File: config.mk
export PLATFORM = sky130hd
export DESIGN_NAME = id_issue_arbiter
export DESIGN_NICKNAME = d
export VERILOG_FILES = /design/src/rtl/id_issue_arbiter.sv
export SDC_FILE = /design/constraint.sdc
export NUM_CORES = 1
export LEC_CHECK = 0
export BUFFER_PORTS_ARGS = -buffer_cell sky130_fd_sc_hd__buf_2
export CAP_MARGIN = 20
export CORE_UTILIZATION = 24
export CTS_BUF_LIST = sky130_fd_sc_hd__clkbuf_4 sky130_fd_sc_hd__clkbuf_8
export DETAILED_ROUTE_END_ITERATION = 6
export GPL_TIMING_DRIVEN = 0
export HOLD_SLACK_MARGIN = 0.1
export MAX_ROUTING_LAYER = met4
export PLACE_DENSITY_LB_ADDON = 0.25
export SYNTH_ARGS = -nofsm -noshare
export SYNTH_HDL_FRONTEND = slang
export SYNTH_SLANG_ARGS = --single-unit
export TNS_END_PERCENT = 20
File: constraint.sdc
create_clock -name clk_i -period 3.65 [get_ports clk_i]
set_input_delay 0.73 -clock clk_i [delete_from_list [all_inputs] [get_ports clk_i]]
set_output_delay 0.73 -clock clk_i [all_outputs]
set_load 0.02 [all_outputs]
File: src/rtl/id_issue_arbiter.sv
// Round-robin burst arbiter feeding the single ID/issue pipeline register.
// Define ID_ARB_PERF_EN to add the perf_conflict_o contention counter.
module id_issue_arbiter #(
    parameter int NR_PORTS  = 2,
    parameter int DATA_W    = 64,
    parameter int MAX_BURST = 4
) (
    input  logic                         clk_i,
    input  logic                         rst_i,
    input  logic                         flush_i,
    input  logic [NR_PORTS-1:0]          req_valid_i,
    input  logic [NR_PORTS*DATA_W-1:0]   req_data_i,
    input  logic [NR_PORTS-1:0]          req_ctrl_flow_i,
    output logic [NR_PORTS-1:0]          req_ready_o,
    output logic                         issue_valid_o,
    output logic [DATA_W-1:0]            issue_data_o,
    output logic                         issue_ctrl_flow_o,
    output logic [$clog2(NR_PORTS)-1:0]  issue_port_o,
    input  logic                         issue_ack_i
`ifdef ID_ARB_PERF_EN
    ,
    output logic [31:0]                  perf_conflict_o
`endif
);

    localparam int PW = $clog2(NR_PORTS);

    typedef enum logic {IDLE, OWN} state_e;

    state_e          state_q, state_d;
    logic [PW-1:0]   owner_q, owner_d;
    logic [PW-1:0]   rr_q, rr_d;
    logic [7:0]      cnt_q, cnt_d;
    logic            valid_q;
    logic [DATA_W-1:0] data_q;
    logic            cf_q;
    logic [PW-1:0]   port_q;

    logic            slot;
    logic            grant_any;
    logic [PW-1:0]   grant_idx;
    int              scan_idx;

    function automatic logic [PW-1:0] next_port(input logic [PW-1:0] p);
        if (p == PW'(NR_PORTS - 1)) return '0;
        return p + 1'b1;
    endfunction

    always_comb begin
        slot      = (!valid_q || issue_ack_i) && !flush_i;
        grant_any = 1'b0;
        grant_idx = '0;
        scan_idx  = 0;
        state_d   = state_q;
        owner_d   = owner_q;
        rr_d      = rr_q;
        cnt_d     = cnt_q;
        if (flush_i) begin
            state_d = IDLE;
            cnt_d   = '0;
        end else if (slot) begin
            if (state_q == IDLE) begin
                for (int k = 0; k < NR_PORTS; k++) begin
                    scan_idx = int'(rr_q) + k;
                    if (scan_idx >= NR_PORTS) scan_idx = scan_idx - NR_PORTS;
                    if (!grant_any && req_valid_i[scan_idx]) begin
                        grant_any = 1'b1;
                        grant_idx = PW'(scan_idx);
                    end
                end
            end else if (req_valid_i[owner_q]) begin
                grant_any = 1'b1;
                grant_idx = owner_q;
            end else begin
                // Owner ran dry: give up the burst, arbitrate afresh next cycle.
                state_d = IDLE;
                rr_d    = next_port(owner_q);
            end

            if (grant_any) begin
                if (state_q == IDLE) begin
                    if (req_ctrl_flow_i[grant_idx] || MAX_BURST == 1) begin
                        rr_d = next_port(grant_idx);
                    end else begin
                        state_d = OWN;
                        owner_d = grant_idx;
                        cnt_d   = 8'd1;
                    end
                end else if (req_ctrl_flow_i[grant_idx] || int'(cnt_q) + 1 >= MAX_BURST) begin
                    state_d = IDLE;
                    rr_d    = next_port(grant_idx);
                    cnt_d   = '0;
                end else begin
                    cnt_d = cnt_q + 8'd1;
                end
            end
        end

        req_ready_o = '0;
        if (grant_any && !rst_i) req_ready_o[grant_idx] = 1'b1;
    end

    always_ff @(posedge clk_i or posedge rst_i) begin
        if (rst_i) begin
            state_q <= IDLE;
            owner_q <= '0;
            rr_q    <= '0;
            cnt_q   <= '0;
        end else begin
            state_q <= state_d;
            owner_q <= owner_d;
            rr_q    <= rr_d;
            cnt_q   <= cnt_d;
        end
    end

    always_ff @(posedge clk_i or posedge rst_i) begin
        if (rst_i) begin
            valid_q <= 1'b0;
            data_q  <= '0;
            cf_q    <= 1'b0;
            port_q  <= '0;
        end else if (flush_i) begin
            valid_q <= 1'b0;
        end else if (grant_any) begin
            valid_q <= 1'b1;
            data_q  <= req_data_i[int'(grant_idx)*DATA_W +: DATA_W];
            cf_q    <= req_ctrl_flow_i[grant_idx];
            port_q  <= grant_idx;
        end else if (issue_ack_i) begin
            valid_q <= 1'b0;
        end
    end

    assign issue_valid_o     = valid_q;
    assign issue_data_o      = data_q;
    assign issue_ctrl_flow_o = cf_q;
    assign issue_port_o      = port_q;

`ifdef ID_ARB_PERF_EN
    int   nr_valid;
    logic conflict;

    always_comb begin
        nr_valid = 0;
        for (int k = 0; k < NR_PORTS; k++) begin
            if (req_valid_i[k]) nr_valid = nr_valid + 1;
        end
        conflict = slot && (nr_valid >= 2);
    end

    always_ff @(posedge clk_i or posedge rst_i) begin
        if (rst_i) begin
            perf_conflict_o <= '0;
        end else if (conflict && perf_conflict_o != 32'hFFFF_FFFF) begin
            perf_conflict_o <= perf_conflict_o + 32'd1;
        end
    end
`endif

endmodule
==> flow_summary.yaml, run 1 <==
outcome:
  status: "finished clean"
critical_path:
  slowest_stage: "or3_1"
  crit_path_max_fanout: 10
  crit_family: "buffers and inverters"
  max_stage_delay_ns: 0.31
  path_buf_inv: 5
  path_cells: "buf_2 > nor3b_2 > or3_1 > buf_2 > buf_6 > buf_6 > nor3_1 > buf_2"
  startpoint_type: "input port"
  required_ns: 2.92
  crit_path_end_kind: "output pin"
  path_common_cell: "buf_2"
  path_class: "in -> out"
  arrival_ns: 2.18
logic_synthesis:
  avgSynthCellArea_um2: 8.55
  ys_warn_count: 0
  synthAdderAreaFrac: 0.00331
  syn_area_um2: 3780
  synth.net_count: 579
  synth-xor-area-share: 0
  seq_area_frac_synth: 0.516
  synth_top_family_by_area: "simple AND/OR/NAND/NOR gates"
  synth_area_leader_cell: "dfrtp_1"
  yosysTopAreaCellShare: 0.516
  muxShareOfSynthArea: 0
  synthSimpleGateAreaFrac: 0.261
  ys_ff_latch: 78
  synth_compound_area_frac: 0.167
  synthTopCellsByArea: "dfrtp_1 (52%), nand2_1 (13%), a31oi_1 (11%), nor2_1 (7.2%), buf_2 (3.3%)"
  ys_types: 44
  syn_inst: 442
clock_tree:
  htree_levels: 3
  cts.clk_slew.worst_paths_ns: 0.08
  cts_buffers: 9
  cts_hold_buf: 0
  post-cts-setup-buffer-count: 0
  clock_latency_ns: 0.36
  clockBufferDepth: 2
  cts_resized: 0
  cts_root_buf: "clkbuf_8"
  cts_tree: "done"
  cts_sinks: 78
power_and_ir_drop:
  p_clk_frac: 0.209
  p_sw_frac: 0.404
  vdd_drop_max_v: 0.000216
  p_switching_w: 0.00137
  p_leak_nw: 2.61
  comb_power_share: 0.410
  internal-power_w: 0.00202
  p_seq_frac: 0.381
  powerDensity_nw_per_um2: 639
floorplanning:
  ios: 205
  die_width_um: 128
  die-area_um2: 16300
  core_area_um2: 15300
  num_rows: 45
  start_util: 0.247
  fp.dieH_um: 128
route:
  wl_per_cell_um: 14.4
  finalWirelength_mm: 12.6
  vias_per_cell: 4.65
  route.detailed.drc: 0
  drt_iter0_markers: 141
  firstDrtPassIters: 5
  ant_nets: 0
  vias: 4060
finish:
  final-seq-area_um2: 1950
  layout_common_cells: "buf_2 (229), nand2_1 (129), dfrtp_1 (78)"
  diodes: 0
  syn2layout_area_growth_pct: 40.2
  multiInputGateArea_um2: 1630
  final_common_cell: "buf_2"
  nFillCells: 1675
  fin_nets: 795
  drive_gt1_frac: 0.396
placement:
  place.gp.congestion: 0.832
  io_buffers: 204
  place_hpwl_mm: 9.50
hold_path:
  hold_path.class: "in -> async"
sta:
  final-max-slew-violation-count: 0
  hold_viol_final: 0
  fin_tns_setup_ns: 0
  fmax_mhz: 344
  setup_viol: 0
  slew_headroom: 0.671
  holdWs_ns: 0.393
  period_needed_ns: 2.91
  skew_ns: 0.00982
  rsz0062_at_grt: "false"
  worstMarginPinSlew_ns: 0.493
  finalCritPeriodShare: 0.796
job:
  drv_cap: 0
grt:
  grt.total_usage: 0.161
  grt_pass1_vias: 3980
  grt_overflow_total: 0
  grt_pass1_wl_mm: 19.7
  antenna_found_initial: 0
  grt_max_degree: 45
-- path summary, 6_finish.rpt --
path	start	to	slack [ns]	cells after the start
max	req_valid_i[0]	req_ready_o[1]	0.74	8
min	rst_i	issue_port_o	0.39	2
max reg2reg	issue_valid_o	issue_data_o[54]	1.66	8
min reg2reg	issue_port_o	issue_port_o	0.49	2
max in group asynchronous	rst_i	issue_data_o[26]	2.67	3
min in group clk_i	issue_port_o	issue_port_o	0.49	2
-- flip-flops by register name, summed over array words and instances (netlist names) --
register and flops:
issue_data_o 64, cnt_q 8, issue_ctrl_flow_o 1, issue_port_o 1
issue_valid_o 1, owner_q 1, rr_q 1, state_q 1
-- per-stage QoR --
step | util | total power [W] | cell area [um^2] | cells | setup slack, ns
6_report | 0.346 | 0.00339 | 5300 | 873 | 0.745
5_1_grt | 0.346 | 0.00363 | 5300 | 873 | 0.610
4_1_cts | 0.346 | 0.00344 | 5300 | 873 | 0.708
3_5_place_dp | 0.333 | 0.00272 | 5100 | 858 | 0.735
3_3_place_gp | 0.331 | 0.00269 | 5070 | 857 | -0.257
2_1_floorplan | - | 0.00217 | 3780 | 442 | 0.845
-- kinds of logic (layout without fill, tap and decap cells) --
logic type	count (synthesis)	in the layout
AOI/OAI and AO/OA	92	92
buffers and inverters	36	256
adders and majority gates	1	1
and+or+nand+nor	235	235
DFF	78	78
-- final cells by class --
type / count / area share
buffer: 31 / 0.0335
clock buffer: 10 / 0.0248
clock inverter: 5 / 0.0142
inverter: 5 / 0.00401
multi-input combinational: 328 / 0.308
sequential: 78 / 0.368
tap: 211 / 0.0498
timing repair buffer: 205 / 0.198
-- layer usage --
metal / up-vias / part of all wire / global-route usage / routed length (um)
li1: 1946 / - / - / -
met1: 1946 / 0.44 / 0.200 / 5550
met2: 151 / 0.48 / 0.255 / 5980
met3: 17 / 0.061 / 0.0318 / 764
met4: 0 / 0.021 / 0.0707 / 269
met5: - / 0 / - / 0
-- worst reg2reg max path: cells and delay by family, from the launching register on --
family | cells | cell delay, ns
buffers and inverters | 3 | 0.65
flip-flops | 1 | 0.39
AND/OR/NAND/NOR | 4 | 0.71
AO/OA/AOI/OAI | 1 | 0.15
-- power groups by stage --
stage          Combinational [W]  Sequential [W]  Clock (W)
2_1_floorplan           0.000573         0.00160          0
3_3_place_gp             0.00139         0.00130          0
5_1_grt                  0.00153         0.00132   0.000776
4_1_cts                  0.00141         0.00129   0.000734
6_report                 0.00139         0.00129   0.000709
3_5_place_dp             0.00141         0.00131          0
-- cells in the mapped netlist (all sizes together) --
cell type and instances:
nor3 5, a311oi 1, a21oi 5, ha 1, o22ai 1, or4 1, a311o 2, nand2 129
nand4 2, nand2b 3, inv 5, o41ai 1, nor2b 2, nor2 73, a32o 1, nor3b 1
dfrtp 78, nor4 2, nand4b 1, clkbuf 1, a21o 2, o211ai 1, and4 1, o21ai 3
a211oi 5, and3 4, buf 30, o31a 1, and2 6, o31ai 1, or3 1, nand3 4
a31oi 67, a2111oi 1
No activity file was read; power rests on OpenSTA's default activity.
==> run 2: changes to the inputs <==
- clock period: 3.65 -> 2.5 ns (I/O delays scaled with it)
==> run 2 against run 1 <==
Against the previous run:
- non-clock buffer count is 1 higher
- worst hold slack worse by 0.23 ns
- total power is 47% higher
- wire length is 0.38% lower
- setup slack worse by 0.66 ns
- clock skew hardly changed
- critical path depth is 2 lower
- sequential power is 47% higher
- sequential share of layout area is 0.29 points lower
- largest cell class unchanged
- highest routed layer unchanged
==> flow_summary.yaml, run 2 (synthesis results as in run 1) <==
grt:
  grt.total_usage: 0.161
  grtUsageMet3: 0.0331
  grt_overflow_total: 0
  top_usage_layer: "met2"
  grt_pass1_vias: 3995
  grt_pass1_wl_mm: 19.7
  grt_use_met1: 0.199
  grt_max_degree: 45
  met2_usage: 0.254
  antenna_found_initial: 0
sta:
  period_needed_ns: 2.42
  worstMarginPinSlew_ns: 0.471
  setup_viol: 0
  fin_tns_setup_ns: 0
  final-max-slew-violation-count: 0
  slew_headroom: 0.686
  worst_slack_ns: 0.0841
  hold_viol_final: 0
  finalCritPeriodShare: 0.966
  fmax_mhz: 414
  skew_ns: 0.00956
route:
  vias: 4066
  route.detailed.drc: 0
  finalWirelength_mm: 12.5
  vias_per_cell: 4.65
  wl_per_cell_um: 14.3
  drt_iter0_markers: 128
  firstDrtPassIters: 4
  ant_nets: 0
placement:
  place_hpwl_mm: 9.50
  io_buffers: 204
  place_ws_ns: 0.0445
  place.gp.congestion: 0.832
critical_path:
  startpoint_type: "flip-flop"
  path_cells: "nor2b_4 > or3_4 > buf_12 > buf_6 > nor3_2 > buf_4"
  path_class: "reg -> out"
  max_stage_delay_ns: 0.41
  crit_path_end_kind: "output pin"
  arrival_ns: 1.92
  crit_path_max_fanout: 13
  slowest_stage: "dfrtp_1"
  required_ns: 2.00
clock_tree:
  cts.clk_slew.worst_paths_ns: 0.08
  cts_tree: "done"
  htree_levels: 3
  cts_buffers: 9
  clock_latency_ns: 0.36
  cts_root_buf: "clkbuf_8"
  clockBufferDepth: 2
  cts_sinks: 78
power_and_ir_drop:
  powerDensity_nw_per_um2: 930
  p_leak_nw: 2.62
  vdd_drop_max_v: 0.000315
finish:
  fin_nets: 796
  drive_gt1_frac: 0.406
  syn2layout_area_growth_pct: 41.5
  diodes: 0
  layout_common_cells: "buf_2 (228), nand2_1 (129), dfrtp_1 (76)"
  largest_reg_flops: 64
  final_common_cell: "buf_2"
floorplanning:
  ios: 205
  fp.dieH_um: 128
  die-area_um2: 16300
  num_rows: 45
  core_area_um2: 15300
  die_width_um: 128
  start_util: 0.247
hold_path:
  hold_path.class: "in -> async"
outcome:
  status: "finished clean"
job:
  drv_cap: 0
-- run 2: final timing paths --
check | start | slack, ns | endpoint | cells after the start
setup / recovery | state_q | 0.08 | req_ready_o[1] | 6
hold / removal | rst_i | 0.17 | issue_port_o | 2
setup reg to reg | issue_valid_o | 0.49 | issue_data_o[54] | 8
hold reg to reg | issue_port_o | 0.49 | issue_port_o | 2
max in group asynchronous | rst_i | 1.75 | issue_data_o[25] | 3
min in group clk_i | flush_i | 0.37 | issue_valid_o | 2
-- run 2: critical path, delay by kind of cell, from the launching register on --
family	cells	cell delay, ns
flops	1	0.41
simple gates	3	0.68
buf+inv	3	0.46
-- run 2: repair_timing --
item	in CTS	in global routing
hold buffers	0	0
buffers inserted	2	0
endpoints found under the setup margin	2	2
gates cloned	0	0
gates resized for setup	8	6
-- run 2: power breakdown --
part / internal (W) / switching [W] / total (W)
Clock: 0.000563 / 0.000470 / 0.00103
Sequential: 0.00165 / 0.000241 / 0.00189
Combinational: 0.000760 / 0.00129 / 0.00205
-- run 2: stage by stage --
| step | util | area (um^2) | hold slack [ns] | total power, W | std cells |
|---|---|---|---|---|---|
| 3_3_place_gp | 0.331 | 5070 | 0.464 | 0.00393 | 857 |
| 6_report | 0.349 | 5350 | 0.168 | 0.00498 | 874 |
| 5_1_grt | 0.349 | 5350 | 0.206 | 0.00534 | 874 |
| 2_1_floorplan | - | 3780 | 0.478 | 0.00317 | 442 |
| 4_1_cts | 0.348 | 5330 | 0.171 | 0.00504 | 874 |
| 3_5_place_dp | 0.333 | 5100 | 0.471 | 0.00397 | 858 |
-- run 2: final cells by class --
class / instances / area [um^2]
repair buffers: 207 / 1070
fillers: 1672 / 9960
flip-flops and latches: 78 / 1950
clock inverters: 5 / 75.1
clock buffers: 10 / 131
inverters: 5 / 21.3
multi-input cells: 328 / 1660
plain buffers: 30 / 183
well taps: 211 / 264
-- run 2: metal layers --
layer	part of all wire	routed length (um)
met3	0.064	807
met5	0	0
met2	0.48	5950
met4	0.020	253
met1	0.44	5500
